`config.mk`:
```
export PLATFORM = sky130hd
export DESIGN_NAME = mem_port_arbiter
export DESIGN_NICKNAME = d
export VERILOG_FILES = /design/src/rtl/mem_port_arbiter_pkg.sv /design/src/rtl/mem_port_arbiter_starve_counter.sv /design/src/rtl/mem_port_arbiter.sv
export SDC_FILE = /design/constraint.sdc
export NUM_CORES = 1
export LEC_CHECK = 0
export BUFFER_PORTS_ARGS = -buffer_cell sky130_fd_sc_hd__buf_2
export CAP_MARGIN = 10
export CORE_MARGIN = 10
export CORE_UTILIZATION = 42
export DETAILED_ROUTE_END_ITERATION = 7
export GPL_TIMING_DRIVEN = 0
export HOLD_SLACK_MARGIN = 0.02
export PLACE_DENSITY_LB_ADDON = 0.05
export SLEW_MARGIN = 30
export SYNTH_ARGS = -nofsm -noshare
export SYNTH_HDL_FRONTEND = slang
export SYNTH_SLANG_ARGS = --single-unit
```
`constraint.sdc`:
```
create_clock -name clk -period 1.8 [get_ports clk]
set_clock_uncertainty 0.15 [all_clocks]
set_input_delay 0.27 -clock clk [delete_from_list [all_inputs] [get_ports clk]]
set_output_delay 0.27 -clock clk [all_outputs]
set_load 0.02 [all_outputs]
```
`src/rtl/mem_port_arbiter_pkg.sv`:
```
// Shared definitions for the instruction/data memory port arbiter: FSM state
// encodings, access opcodes and the default starvation threshold.
package mem_port_arbiter_pkg;

  localparam int STARVE_MAX_DEFAULT = 4;
  localparam int STARVE_W           = 3;

  typedef enum logic [2:0] {
    IDLE    = 3'd0,
    SERVE_I = 3'd1,
    SERVE_D = 3'd2,
    RESP_I  = 3'd3,
    RESP_D  = 3'd4
  } state_e;

  typedef enum logic {
    OP_READ  = 1'b0,
    OP_WRITE = 1'b1
  } op_e;

  function automatic logic is_serve(input state_e s);
    return (s == SERVE_I) || (s == SERVE_D);
  endfunction

endpackage

```
`src/rtl/mem_port_arbiter_starve_counter.sv`:
```
// Saturating count of consecutive arbitrations the fetch side has lost.
module starve_counter
  import mem_port_arbiter_pkg::*;
#(
  parameter int MAX = STARVE_MAX_DEFAULT
) (
  input  logic                clk,
  input  logic                reset,
  input  logic                inc,
  input  logic                clr,
  output logic                sat,
  output logic [STARVE_W-1:0] count
);

  localparam logic [STARVE_W-1:0] MAX_V = STARVE_W'(MAX);

  // NOTE: sequential state is written with non-blocking assignments only, so
  // every flop samples pre-edge values regardless of process ordering.
  always_ff @(posedge clk) begin
    if (reset) begin
      count <= '0;
    end else if (clr) begin
      count <= '0;
    end else if (inc && (count != MAX_V)) begin
      count <= count + STARVE_W'(1);
    end
  end

  assign sat = (count == MAX_V);

endmodule

```
`src/rtl/mem_port_arbiter.sv`:
```
// Arbitrates one shared memory port between instruction fetch and the MEM
// stage; data wins unless fetch has lost STARVE_MAX arbitrations in a row.
module mem_port_arbiter
  import mem_port_arbiter_pkg::*;
#(
  parameter int STARVE_MAX = STARVE_MAX_DEFAULT,
  parameter int XLEN       = 32
) (
  input  logic            clk,
  input  logic            reset,
  input  logic            if_req,
  input  logic [XLEN-1:0] if_addr,
  input  logic            if_cancel,
  input  logic            d_req,
  input  logic            d_write,
  input  logic [XLEN-1:0] d_addr,
  input  logic [XLEN-1:0] d_wdata,
  output logic            if_done,
  output logic            d_done,
  output logic [XLEN-1:0] if_rdata,
  output logic [XLEN-1:0] d_rdata,
  output logic            if_stall,
  output logic            d_stall,
  output logic            mem_valid,
  output logic            mem_write,
  output logic [XLEN-1:0] mem_addr,
  output logic [XLEN-1:0] mem_wdata,
  input  logic            mem_ready,
  input  logic [XLEN-1:0] mem_rdata
);

  state_e                state;
  state_e                next_state;
  logic                  grant_i;
  logic                  grant_d;
  logic                  squash;
  logic                  starve_sat;
  logic [STARVE_W-1:0]   starve_cnt;
  logic [XLEN-1:0]       lat_addr;
  logic [XLEN-1:0]       lat_wdata;
  op_e                   lat_op;

  starve_counter #(.MAX(STARVE_MAX)) u_starve_counter (
    .clk   (clk),
    .reset (reset),
    .inc   (grant_d && if_req),
    .clr   (grant_i),
    .sat   (starve_sat),
    .count (starve_cnt)
  );

  always_ff @(posedge clk) begin
    if (reset) begin
      state <= IDLE;
    end else begin
      state <= next_state;
    end
  end

  // NOTE: every output of this block gets a default first; without it a path
  // that skips an assignment would infer a latch.
  always_comb begin
    next_state = state;
    grant_i    = 1'b0;
    grant_d    = 1'b0;
    unique case (state)
      IDLE: begin
        if (d_req && !(if_req && starve_sat)) begin
          grant_d    = 1'b1;
          next_state = SERVE_D;
        end else if (if_req) begin
          grant_i    = 1'b1;
          next_state = SERVE_I;
        end
      end
      SERVE_I: if (mem_ready) next_state = RESP_I;
      SERVE_D: if (mem_ready) next_state = RESP_D;
      RESP_I,
      RESP_D:  next_state = IDLE;
      default: next_state = IDLE;
    endcase
  end

  // The memory side only ever sees these registers, so requester inputs may
  // change freely while a transaction is outstanding.
  always_ff @(posedge clk) begin
    if (reset) begin
      lat_addr  <= '0;
      lat_wdata <= '0;
      lat_op    <= OP_READ;
    end else if (grant_d) begin
      lat_addr  <= d_addr;
      lat_wdata <= d_wdata;
      lat_op    <= d_write ? OP_WRITE : OP_READ;
    end else if (grant_i) begin
      lat_addr  <= if_addr;
      lat_wdata <= '0;
      lat_op    <= OP_READ;
    end
  end

  always_ff @(posedge clk) begin
    if (reset) begin
      if_rdata <= '0;
      d_rdata  <= '0;
    end else begin
      if ((state == SERVE_I) && mem_ready) begin
        if_rdata <= mem_rdata;
      end
      if ((state == SERVE_D) && mem_ready && (lat_op == OP_READ)) begin
        d_rdata <= mem_rdata;
      end
    end
  end

  // A redirected fetch still has to drain from memory; squash only hides its
  // completion from the front end.
  always_ff @(posedge clk) begin
    if (reset) begin
      squash <= 1'b0;
    end else if (next_state == IDLE) begin
      squash <= 1'b0;
    end else if (((state == SERVE_I) || (state == RESP_I)) && if_cancel) begin
      squash <= 1'b1;
    end
  end

  assign mem_valid = is_serve(state);
  assign mem_write = (state == SERVE_D) && (lat_op == OP_WRITE);
  assign mem_addr  = lat_addr;
  assign mem_wdata = lat_wdata;

  assign if_done   = (state == RESP_I) && !squash && !if_cancel;
  assign d_done    = (state == RESP_D);
  assign if_stall  = if_req && !if_done;
  assign d_stall   = d_req && !d_done;

endmodule

```
==> impl_metrics.csv <==
group,metric,value,unit
outcome,outcome,"complete, but fails checks",
outcome,violations,"setup timing",
timing,fin_crit_sh,1.030,
global_routing,grt_antenna_before_repair,3,
logic_synthesis,synth_top_area_frac,0.4720,
logic_synthesis,synth_cell_types,38,
pwr,max-vdd-ir-drop,0.5850,mV
global_routing,grt_max_degree,17,
drt,drt_iter0_markers,257,
logic_synthesis,yosys_most_used_dff,"dfxtp_1",
floorplanning,start_util,0.4321,
finish,fillers,1065,
finish,finalNetCount,1153,
finish,final_common_cell,"buf_2",
drt,dr.pass1.iters,5,
critical_path,worstPathRequired,1380,ps
logic_synthesis,syn-cell-area,5768,um2
critical_path,crit_arrival,1430,ps
placement,port_buffers,267,
timing,setup_slack,-54.13,ps
drt,ant_nets,0,
clock_tree,htree_levels,4,
drt,wirelength,21290,um
pwr,p_sw,2374,uW
drt,vias_per_cell,4.993,
logic_synthesis,syn_inst,595,
finish,fin_util,0.7046,
floorplanning,ios,269,
finish,seq_area,2731,um2
global_routing,grt_usage,0.2215,
logic_synthesis,syn_nets,732,
timing,max_freq,539.3,MHz
logic_synthesis,synth_top_area_cell,"dfxtp_1",
critical_path,reg2reg_slack,-20,ps
finish,final_cell_mix,"272 x buf_2, 133 x dfxtp_1, 130 x dlygate4sd3_1",
pwr,finalPower,8577,uW
logic_synthesis,synthTopCellsByArea,"dfxtp_1 47%, nand2b_1 7.3%, a211oi_2 6.5%",
timing,relSlewSlack,0.4546,
pwr,netSwitchingFraction,0.2768,
logic_synthesis,async_flop_share,0,
critical_path,crit_type,"register to output pin",
timing,final_hold_viol_count,0,
placement,gp_congestion,0.7959,
logic_synthesis,ys_seq_area_frac,0.4720,
placement,dp_hpwl,14870,um
clock_tree,insertion_delay,410,ps
timing,setup_viol,14,
critical_path,worst_setup_path_end_kind,"output pin",
critical_path,start_kind,"register",
pwr,clockPowerShare,0.390,
drt,routedWlPerCell,17.64,um
timing,max_slew.worst_pin.slew,818.0,ps
floorplanning,die_y,137.2,um
timing,grt_setup_unrepaired,"true",
drt,vias,6027,
floorplanning,die_w,137.2,um
logic_synthesis,yosysWarnings,0,
pwr,pwr-share-seq,0.393,
logic_synthesis,syn-mean-instance-area,9.694,um2
clock_tree,clockBufferDepth,2,
clock_tree,clock-sinks,136,
pwr,intPower,6203,uW
pwr,power_frac_comb,0.217,
timing,maxSlewViolCount,0,
global_routing,grt_overflow,0,
pwr,p_per_area,912.0,nW/um2
logic_synthesis,synth_edf_count,0,
pwr,p_leak,0.004163,uW
critical_path,cp_max_fo,6,
clock_tree,cts_buffers,17,
clock_tree,clk_pin_slew,60,ps
finish,multi_input_area,2703,um2
floorplanning,die_area,18820,um2
hold_path,hold_path.class,"input pin to register",
run,cap_violations,0,
timing,tns,-191.1,ps
drt,drc_errors,0,
floorplanning,core,13350,um2
logic_synthesis,yosys_register_bits,136,
finish,drive_above_1_share,0.3745,
global_routing,grt_pass1_vias,6405,
floorplanning,rows,42,
global_routing,grt_first_pass_wirelength,33380,um
finish,area_growth,63.06,%
timing,fin_crit,1854,ps
clock_tree,tritoncts,"yes",
clock_tree,cts_root_buffer,"clkbuf_16",
## state kept, by name, indices dropped and copies added (netlist names)
| signal | cells |
|---|---|
| d_rdata | 32 |
| if_rdata | 32 |
| mem_addr | 32 |
| mem_wdata | 32 |
| state | 3 |
| u_starve_counter.count | 3 |
| lat_op | 1 |
| squash | 1 |
## metal layers
metal,routed length [um],global-route usage
met1,8060,0.2385
met2,10560,0.3730
met3,1795,0.08157
met4,876,0.1165
met5,0,0
## synth_stat cells, types with 2 or more instances
cell       count
nand2b_1      67
nor2_1         4
nor3_1        33
nor2b_1        2
a22o_1        33
inv_1         36
clkbuf_1      26
a21oi_1       38
a211oi_1       3
mux2i_1       32
buf_1          4
a211oi_2      30
buf_6          4
ha_1           2
nand4bb_1      2
nor3b_1        3
o221a_1       30
nand3_1        4
nand2_1       68
buf_4          3
dfxtp_1      136
o221a_2        2
buf_2         18
## critical path: stages (launching register included)
cell	delay (ps)
dfxtp_4	360
buf_6	130
nand2b_4	140
a21o_1	200
inv_2	70
buf_6	110
## area by class of cell
class / count / area share
Sequential cell: 136 / 0.2904
Timing Repair Buffer: 405 / 0.2885
Multi-Input combinational cell: 368 / 0.2873
Clock buffer: 24 / 0.05015
Buffer: 52 / 0.03485
Tap cell: 176 / 0.02341
Inverter: 36 / 0.01437
Clock inverter: 7 / 0.01011
Antenna cell: 3 / 0.0007982
## power groups by stage
stage          clock, uW  combinational (uW)  sequential, uW
3_5_place_dp           0                1540            3430
3_3_place_gp           0                1520            3410
5_1_grt             3550                2010            3400
4_1_cts             3400                1820            3370
2_1_floorplan          0                 729            3660
6_report            3340                1860            3370
## per-stage QoR
stage / worst slack [ps] / instances / hold slack, ps / area (um2)
CTS: -69.59 / 1202 / 57.81 / 9309
floorplan: -42.13 / 595 / 252.7 / 5768
global route: -104.7 / 1207 / 82.20 / 9405
detailed placement: -480.2 / 1038 / 295.6 / 7325
global placement: -429.0 / 1038 / 290.1 / 7325
finish: -54.13 / 1207 / 77.11 / 9405
## cells by family after synthesis
kind of cell	after synthesis	synth area share
AND/OR/NAND/NOR	193	0.1779
AO/OA/AOI/OAI	141	0.2200
flip-flops	136	0.4720
buffers and inverters	91	0.07028
multiplexers	32	0.05553
adder cells (fa/ha/maj)	2	0.004338
## worst paths after layout
| path | startpoint | endpoint | depth (start not counted) |
|---|---|---|---|
| max | state[0] | mem_valid | 5 |
| min | if_cancel | squash | 3 |
| max reg2reg | state[1] | mem_addr[29] | 4 |
| min reg2reg | if_rdata[28] | if_rdata[28] | 2 |
## repair_timing
item                                    CTS  global route
gates cloned                              0             0
gates resized for setup                  33            26
hold buffers                            130             0
buffers inserted                          5             3
endpoints found under the hold margin   130             0
endpoints found under the setup margin   99           127
pin swaps                                 3             6
(Power assumes the default switching activity.)
